--- config.mk ---
export PLATFORM = sky130hd
export DESIGN_NAME = rob_commit_unit_flat
export DESIGN_NICKNAME = d
export VERILOG_FILES = /design/src/rtl/rob_commit_if.sv /design/src/rtl/rob_commit_unit.sv /design/src/flat_wrapper.sv
export SDC_FILE = /design/constraint.sdc
export NUM_CORES = 2
export LEC_CHECK = 0
export CAP_MARGIN = 20
export CELL_PAD_IN_SITES_DETAIL_PLACEMENT = 1
export CELL_PAD_IN_SITES_GLOBAL_PLACEMENT = 1
export CORE_UTILIZATION = 50
export DETAILED_ROUTE_END_ITERATION = 16
export GPL_ROUTABILITY_DRIVEN = 0
export PLACE_DENSITY = 0.78
export SLEW_MARGIN = 40
export SYNTH_ARGS = -nofsm -noshare
export SYNTH_HDL_FRONTEND = slang
export SYNTH_SLANG_ARGS = --single-unit
--- constraint.sdc ---
create_clock -name clk -period 92.2 [get_ports clk]
set_input_delay 27.66 -clock clk [delete_from_list [all_inputs] [get_ports clk]]
set_output_delay 27.66 -clock clk [all_outputs]
set_load 0.05 [all_outputs]
--- src/rtl/rob_commit_if.sv ---
// Issue, operand-query, CDB and retire signals of the reorder buffer.
// master = issue/CDB side, slave = the ROB itself.
interface rob_commit_if #(
   parameter int TAG_W  = 4,
   parameter int DATA_W = 32,
   parameter int REG_W  = 5
);
   logic              issue_valid;
   logic [REG_W-1:0]  issue_dest;
   logic              issue_is_branch;
   logic              issue_is_store;
   logic              issue_pred_taken;
   logic              rob_full;
   logic [TAG_W-1:0]  rob_tail;
   logic [TAG_W-1:0]  query1_tag;
   logic [TAG_W-1:0]  query2_tag;
   logic              query1_ready;
   logic              query2_ready;
   logic [DATA_W-1:0] query1_data;
   logic [DATA_W-1:0] query2_data;
   logic              cdb_valid;
   logic [TAG_W-1:0]  cdb_tag;
   logic [DATA_W-1:0] cdb_data;
   logic              cdb_taken;
   logic [DATA_W-1:0] cdb_target;
   logic              has_from_rob;
   logic [REG_W-1:0]  dest_reg_num;
   logic [DATA_W-1:0] in_reg_data;
   logic              commit_store;
   logic [TAG_W-1:0]  commit_store_tag;
   logic              has_misbranch;
   logic [DATA_W-1:0] redirect_pc;

   modport master (
      output issue_valid, issue_dest, issue_is_branch, issue_is_store, issue_pred_taken,
      output query1_tag, query2_tag, cdb_valid, cdb_tag, cdb_data, cdb_taken, cdb_target,
      input  rob_full, rob_tail, query1_ready, query2_ready, query1_data, query2_data,
      input  has_from_rob, dest_reg_num, in_reg_data, commit_store, commit_store_tag,
      input  has_misbranch, redirect_pc
   );

   modport slave (
      input  issue_valid, issue_dest, issue_is_branch, issue_is_store, issue_pred_taken,
      input  query1_tag, query2_tag, cdb_valid, cdb_tag, cdb_data, cdb_taken, cdb_target,
      output rob_full, rob_tail, query1_ready, query2_ready, query1_data, query2_data,
      output has_from_rob, dest_reg_num, in_reg_data, commit_store, commit_store_tag,
      output has_misbranch, redirect_pc
   );
endinterface

--- src/rtl/rob_commit_unit.sv ---
// 16-entry circular reorder buffer: in-order retire of one entry per cycle, 1-cycle min CDB-to-commit.
// Issue is held off by rob_full (full, or a mispredict flush in progress); rdy=0 freezes all state.
module rob_commit_unit #(
   parameter int DEPTH  = 16,
   parameter int TAG_W  = 4,
   parameter int DATA_W = 32,
   parameter int REG_W  = 5
) (
   input logic         clk,
   input logic         rst,
   input logic         rdy,
   rob_commit_if.slave rob
);
   typedef struct packed {
      logic              valid;
      logic              ready;
      logic              is_branch;
      logic              is_store;
      logic              pred_taken;
      logic              taken;
      logic [REG_W-1:0]  dest;
      logic [DATA_W-1:0] data;
      logic [DATA_W-1:0] target;
   } entry_t;

   localparam logic [TAG_W:0] FULL_CNT = (TAG_W+1)'(DEPTH);

   entry_t            ent [DEPTH];
   logic [TAG_W-1:0]  head;
   logic [TAG_W-1:0]  tail;
   logic [TAG_W:0]    count;
   logic              flush_pending;
   logic              has_from_rob;
   logic [REG_W-1:0]  dest_reg_num;
   logic [DATA_W-1:0] in_reg_data;
   logic              commit_store;
   logic [TAG_W-1:0]  commit_store_tag;
   logic              has_misbranch;
   logic [DATA_W-1:0] redirect_pc;
   logic              full;
   logic              do_alloc;
   logic              do_commit;
   entry_t            hd;

   assign hd        = ent[head];
   assign full      = (count == FULL_CNT) || flush_pending || has_misbranch;
   assign do_alloc  = rob.issue_valid && !full;
   assign do_commit = (count != '0) && hd.valid && hd.ready && !flush_pending;

   always_ff @(posedge clk or posedge rst) begin
      if (rst) begin
         for (int i = 0; i < DEPTH; i++) ent[i] <= '0;
         head             <= '0;
         tail             <= '0;
         count            <= '0;
         flush_pending    <= 1'b0;
         has_from_rob     <= 1'b0;
         dest_reg_num     <= '0;
         in_reg_data      <= '0;
         commit_store     <= 1'b0;
         commit_store_tag <= '0;
         has_misbranch    <= 1'b0;
         redirect_pc      <= '0;
      end else if (!rdy) begin
         has_from_rob  <= 1'b0;
         commit_store  <= 1'b0;
         has_misbranch <= 1'b0;
      end else begin
         has_from_rob  <= 1'b0;
         commit_store  <= 1'b0;
         has_misbranch <= 1'b0;
         if (flush_pending) begin
            // The link write went out on the previous edge, so the flush never overlaps it.
            for (int i = 0; i < DEPTH; i++) ent[i] <= '0;
            head          <= '0;
            tail          <= '0;
            count         <= '0;
            flush_pending <= 1'b0;
            has_misbranch <= 1'b1;
         end else begin
            if (rob.cdb_valid && ent[rob.cdb_tag].valid) begin
               ent[rob.cdb_tag].ready  <= 1'b1;
               ent[rob.cdb_tag].data   <= rob.cdb_data;
               ent[rob.cdb_tag].taken  <= rob.cdb_taken;
               ent[rob.cdb_tag].target <= rob.cdb_target;
            end
            if (do_alloc) begin
               ent[tail].valid      <= 1'b1;
               ent[tail].ready      <= 1'b0;
               ent[tail].is_branch  <= rob.issue_is_branch;
               ent[tail].is_store   <= rob.issue_is_store;
               ent[tail].pred_taken <= rob.issue_pred_taken;
               ent[tail].taken      <= 1'b0;
               ent[tail].dest       <= rob.issue_dest;
               ent[tail].data       <= '0;
               ent[tail].target     <= '0;
               tail                 <= tail + 1'b1;
            end
            if (do_commit) begin
               ent[head] <= '0;
               head      <= head + 1'b1;
               if (hd.dest != '0) begin
                  has_from_rob <= 1'b1;
                  dest_reg_num <= hd.dest;
                  in_reg_data  <= hd.data;
               end
               if (hd.is_store) begin
                  commit_store     <= 1'b1;
                  commit_store_tag <= head;
               end
               if (hd.is_branch && (hd.taken != hd.pred_taken)) begin
                  flush_pending <= 1'b1;
                  redirect_pc   <= hd.target;
               end
            end
            case ({do_alloc, do_commit})
               2'b10:   count <= count + 1'b1;
               2'b01:   count <= count - 1'b1;
               default: count <= count;
            endcase
         end
      end
   end

   // A same-cycle CDB broadcast beats the stored entry so issue sees results a cycle early.
   always_comb begin
      rob.query1_ready = 1'b0;
      rob.query1_data  = '0;
      rob.query2_ready = 1'b0;
      rob.query2_data  = '0;
      if (rob.cdb_valid && (rob.cdb_tag == rob.query1_tag)) begin
         rob.query1_ready = 1'b1;
         rob.query1_data  = rob.cdb_data;
      end else if (ent[rob.query1_tag].ready) begin
         rob.query1_ready = 1'b1;
         rob.query1_data  = ent[rob.query1_tag].data;
      end
      if (rob.cdb_valid && (rob.cdb_tag == rob.query2_tag)) begin
         rob.query2_ready = 1'b1;
         rob.query2_data  = rob.cdb_data;
      end else if (ent[rob.query2_tag].ready) begin
         rob.query2_ready = 1'b1;
         rob.query2_data  = ent[rob.query2_tag].data;
      end
   end

   assign rob.rob_full         = full;
   assign rob.rob_tail         = tail;
   assign rob.has_from_rob     = has_from_rob;
   assign rob.dest_reg_num     = dest_reg_num;
   assign rob.in_reg_data      = in_reg_data;
   assign rob.commit_store     = commit_store;
   assign rob.commit_store_tag = commit_store_tag;
   assign rob.has_misbranch    = has_misbranch;
   assign rob.redirect_pc      = redirect_pc;
endmodule
--- src/flat_wrapper.sv ---
// flat-port wrapper written by rule: the top's interface ports become plain ports
module rob_commit_unit_flat 
#(
   parameter int DEPTH  = 16,
   parameter int TAG_W  = 4,
   parameter int DATA_W = 32,
   parameter int REG_W  = 5
)
  (clk, rst, rdy, rob_issue_valid, rob_issue_dest, rob_issue_is_branch, rob_issue_is_store, rob_issue_pred_taken, rob_query1_tag, rob_query2_tag, rob_cdb_valid, rob_cdb_tag, rob_cdb_data, rob_cdb_taken, rob_cdb_target, rob_rob_full, rob_rob_tail, rob_query1_ready, rob_query2_ready, rob_query1_data, rob_query2_data, rob_has_from_rob, rob_dest_reg_num, rob_in_reg_data, rob_commit_store, rob_commit_store_tag, rob_has_misbranch, rob_redirect_pc);
  rob_commit_if #(.TAG_W(TAG_W), .DATA_W(DATA_W), .REG_W(REG_W)) rob_i ();
  input logic clk;
  input logic rst;
  input logic rdy;
  input wire logic [$bits(rob_i.issue_valid)-1:0] rob_issue_valid;
  input wire logic [$bits(rob_i.issue_dest)-1:0] rob_issue_dest;
  input wire logic [$bits(rob_i.issue_is_branch)-1:0] rob_issue_is_branch;
  input wire logic [$bits(rob_i.issue_is_store)-1:0] rob_issue_is_store;
  input wire logic [$bits(rob_i.issue_pred_taken)-1:0] rob_issue_pred_taken;
  input wire logic [$bits(rob_i.query1_tag)-1:0] rob_query1_tag;
  input wire logic [$bits(rob_i.query2_tag)-1:0] rob_query2_tag;
  input wire logic [$bits(rob_i.cdb_valid)-1:0] rob_cdb_valid;
  input wire logic [$bits(rob_i.cdb_tag)-1:0] rob_cdb_tag;
  input wire logic [$bits(rob_i.cdb_data)-1:0] rob_cdb_data;
  input wire logic [$bits(rob_i.cdb_taken)-1:0] rob_cdb_taken;
  input wire logic [$bits(rob_i.cdb_target)-1:0] rob_cdb_target;
  output wire logic [$bits(rob_i.rob_full)-1:0] rob_rob_full;
  output wire logic [$bits(rob_i.rob_tail)-1:0] rob_rob_tail;
  output wire logic [$bits(rob_i.query1_ready)-1:0] rob_query1_ready;
  output wire logic [$bits(rob_i.query2_ready)-1:0] rob_query2_ready;
  output wire logic [$bits(rob_i.query1_data)-1:0] rob_query1_data;
  output wire logic [$bits(rob_i.query2_data)-1:0] rob_query2_data;
  output wire logic [$bits(rob_i.has_from_rob)-1:0] rob_has_from_rob;
  output wire logic [$bits(rob_i.dest_reg_num)-1:0] rob_dest_reg_num;
  output wire logic [$bits(rob_i.in_reg_data)-1:0] rob_in_reg_data;
  output wire logic [$bits(rob_i.commit_store)-1:0] rob_commit_store;
  output wire logic [$bits(rob_i.commit_store_tag)-1:0] rob_commit_store_tag;
  output wire logic [$bits(rob_i.has_misbranch)-1:0] rob_has_misbranch;
  output wire logic [$bits(rob_i.redirect_pc)-1:0] rob_redirect_pc;
  assign rob_i.issue_valid = rob_issue_valid;
  assign rob_i.issue_dest = rob_issue_dest;
  assign rob_i.issue_is_branch = rob_issue_is_branch;
  assign rob_i.issue_is_store = rob_issue_is_store;
  assign rob_i.issue_pred_taken = rob_issue_pred_taken;
  assign rob_i.query1_tag = rob_query1_tag;
  assign rob_i.query2_tag = rob_query2_tag;
  assign rob_i.cdb_valid = rob_cdb_valid;
  assign rob_i.cdb_tag = rob_cdb_tag;
  assign rob_i.cdb_data = rob_cdb_data;
  assign rob_i.cdb_taken = rob_cdb_taken;
  assign rob_i.cdb_target = rob_cdb_target;
  assign rob_rob_full = rob_i.rob_full;
  assign rob_rob_tail = rob_i.rob_tail;
  assign rob_query1_ready = rob_i.query1_ready;
  assign rob_query2_ready = rob_i.query2_ready;
  assign rob_query1_data = rob_i.query1_data;
  assign rob_query2_data = rob_i.query2_data;
  assign rob_has_from_rob = rob_i.has_from_rob;
  assign rob_dest_reg_num = rob_i.dest_reg_num;
  assign rob_in_reg_data = rob_i.in_reg_data;
  assign rob_commit_store = rob_i.commit_store;
  assign rob_commit_store_tag = rob_i.commit_store_tag;
  assign rob_has_misbranch = rob_i.has_misbranch;
  assign rob_redirect_pc = rob_i.redirect_pc;
  rob_commit_unit #(.DEPTH(DEPTH), .TAG_W(TAG_W), .DATA_W(DATA_W), .REG_W(REG_W)) u_core (.clk(clk), .rst(rst), .rdy(rdy), .rob(rob_i));
endmodule
==> summary.txt <==
Worst setup path
  • CP endpoint kind: output port
  • Critical Path AT: around 31000 ps
  • Max Fanout on Critical Path: 70
  • Critical Path RT: 64540 ps
  • CP Launch Type: input pin
  • WS Path Type: input pin to output port

CTS
  • Post-cts resize count: 0
  • Clk_lat worst skew: 800 ps
  • CTS H-tree lvls: 4
  • CTS Hold Buffers Added: 0
  • CTS Buf Count: 143
  • Worst-path clk slew: 60 ps
  • CTS tree: done
  • Clock sink total: 1290
  • Post-CTS Repair Setup Buffers: 0
  • CTS Root Cell: clkbuf_16
  • Max clock buf depth: 3

Timing
  • Total Neg Setup Slack: 0 ps
  • Tmin final: 58760 ps
  • Max transition margin: 38.1%
  • Final Max Tran Viols: 0
  • Max Fclk: 0.0170 GHz
  • RSZ-0062 raised after global routing: false
  • Final hold violations: 0
  • Worst Skew: 29.5 ps
  • Worst-Margin Slew: between 900 and 1000 ps
  • Fin worst setup slack: 33440 ps
  • Setup-failing EPs final: 0
  • Crit share post-route: around 64%

Pwr
  • P per Cell Area: 26.5 mW/mm^2
  • Lkg Pwr: 31.7 nW
  • Peak VDD IR: 16.2 uV

Die
  • Initial core utilization: 50.4%
  • # IOs: approximately 240
  • Core area: 0.130 mm^2
  • Num rows: about 130
  • Die area: 0.132 mm^2
  • DIE WIDTH: 363 um
  • Die Height: 363 um

Logic synthesis
  • Mapped cell area: 0.0653 mm^2
  • Post-synthesis sequential area ratio: 49.4%
  • Commonest cells post-synth: 1290 x dfrtp_1, 1108 x a22o_1, 700 x mux4_2, 294 x clkbuf_1, 156 x buf_1
  • Synth Net Count: roughly 4600
  • Synth top area share: 49.4%
  • Top_reg_cell synth: dfrtp_1
  • Synth area leaders: dfrtp_1 49%, mux4_2 24%, a22o_1 15%
  • Most numerous cell in the Yosys netlist: dfrtp_1
  • Mapped Cells: 4483
  • Post-Syn Area per Cell: 14.6 um^2
  • Yosys warning count: 0
  • Number of enable flip-flop cells after synthesis: 0
  • Ys async rst share: between 90% and 100%
  • Post-synthesis cell type count: 63
  • Area leader, netlist: dfrtp_1
  • Yosys reg bits: 1290

Drt
  • Detail Route Antenna Nets: 0
  • Vias per cell: 7.69
  • Drt total wl: 235000 um
  • Remaining DRCs: 0
  • Pre-Repair DR Iteration Count: 5
  • Detailed-route via count: 48019
  • DR WL/cell: 37.7 um
  • DRT iter0 DRCs: 6513

Global routing
  • Vias in the first global route: 50792
  • First-pass GRT wire length: 353000 um
  • Overall routing resource usage: 36.3%
  • Largest net degree at the start of global routing: ~120
  • Grt total ovfl: 0
  • Initial antenna violation count: 20

Status
  • Outcome: complete, no violations

Hold path
  • Min-Delay Path Class: register to register

Placed design
  • Port bufs: 236
  • DP Worst Slack: 33490 ps
  • Detail Placement HPWL: 128000 um

Layout
  • Syn-to-layout area delta: 13.0%
  • Fillers: between 10000 and 15000
  • Final net count: between 4000 and 5000
  • Share of layout cells above drive strength 1: between 20% and 30%

Job
  • Number of max-cap violations: 0
==> worst max-delay path: stages <==
cell	delay (ps)
buf_6	540
buf_6	670
mux4_2	350
mux4_2	230
nand2b_1	70
o21ai_0	590
clkdlybuf4s50_1	940
==> sequential cells by signal, summed over array words and instances, names as in the netlist <==
| name | flops |
|---|---|
| u_core.count | 5 |
| u_core.ent | 1200 |
| u_core.flush_pending | 1 |
| u_core.head | 4 |
| u_core.rob.commit_store | 1 |
| u_core.rob.commit_store_tag | 4 |
| u_core.rob.dest_reg_num | 5 |
| u_core.rob.has_from_rob | 1 |
| u_core.rob.has_misbranch | 1 |
| u_core.rob.in_reg_data | 32 |
| u_core.rob.redirect_pc | 32 |
| u_core.rob.rob_tail | 4 |
==> per-layer routing <==
metal / GRT usage [%] / vias to the layer above / share of wire (%)
met5: 0 / - / 0.058
met4: 16.8 / 22 / 4.4
met3: 10.0 / 731 / 11
met2: 55.1 / 3474 / 47
met1: 48.9 / 25956 / 37
li1: - / 17836 / -
==> logic make-up after synthesis <==
logic type | synth area share (%)
adders and majority gates | 0.230
and+or+nand+nor | 3.03
buffers and inverters | 4.05
xor gates and xnor gates | 0.161
DFF | 49.4
AOI/OAI and AO/OA | 17.7
muxes | 25.4
==> cells in the final DEF, fill, tap and decap left out, types with 10 or more instances in the layout <==
cell / n
a22o_1: 1108
clkbuf_1: 31
o31ai_4: 11
nand2_1: 148
and3_1: 21
and2_1: 18
mux2_2: 71
ha_1: 12
buf_4: 70
inv_1: 16
a32o_1: 35
clkdlybuf4s50_1: 224
a21oi_1: 29
clkbuf_8: 34
clkinv_2: 22
clkbuf_16: 144
nor4_2: 13
nor2_1: 64
o21ai_0: 106
dfrtp_1: 1286
buf_6: 39
mux4_2: 700
o21a_1: 21
a22oi_1: 10
nand3_1: 15
nand2b_1: 69
==> report_power, final <==
part / leakage (nW) / internal [mW] / switching [mW]
clock: 2.32 / 0.332 / 0.252
sequential: 17.7 / 0.666 / 0.0974
combinational: 11.7 / 0.276 / 0.332
total: 31.7 / 1.27 / 0.681
==> through the flow <==
stage / area (um^2) / hold WS [ps] / std cells / utilization (%) / power [mW]
3_5_place_dp: 68900 / 465 / 5977 / 53.2 / 1.36
4_1_cts: 73700 / 479 / 6231 / 56.8 / 1.95
6_report: 73800 / 478 / 6243 / 56.9 / 1.96
3_3_place_gp: 68500 / 456 / 5968 / 52.9 / 1.33
5_1_grt: 73800 / 498 / 6241 / 56.9 / 2.02
2_1_floorplan: 65300 / 445 / 4483 / - / 1.17
==> layout make-up <==
class                           instances  area, um^2  share of cell area [%]
Tap cell                             1742        2180                    2.95
Sequential cell                      1290       32300                    43.7
Multi-Input combinational cell       2572       30900                    41.8
Timing Repair Buffer                  358        3650                    4.94
Inverter                               19        88.8                   0.120
Clock inverter                         46         553                   0.749
Clock buffer                          208        4170                    5.65
Antenna cell                            8        20.0                  0.0271
==> final timing paths <==
check	slack, ps	endpoint	cells past startpoint	from
min in group asynchronous	27300	u_core.ent[944]	2	rst
worst max-delay path	33440	rob_query2_data[18]	7	rob_query2_tag[2]
worst max register to register	85590	u_core.ent[806]	11	u_core.head[0]
worst min-delay path	480	u_core.ent[441]	2	u_core.ent[441]
worst min register to register	480	u_core.ent[441]	2	u_core.ent[441]
max in group asynchronous	61080	u_core.ent[242]	7	rst
(Power assumes the default switching activity.)
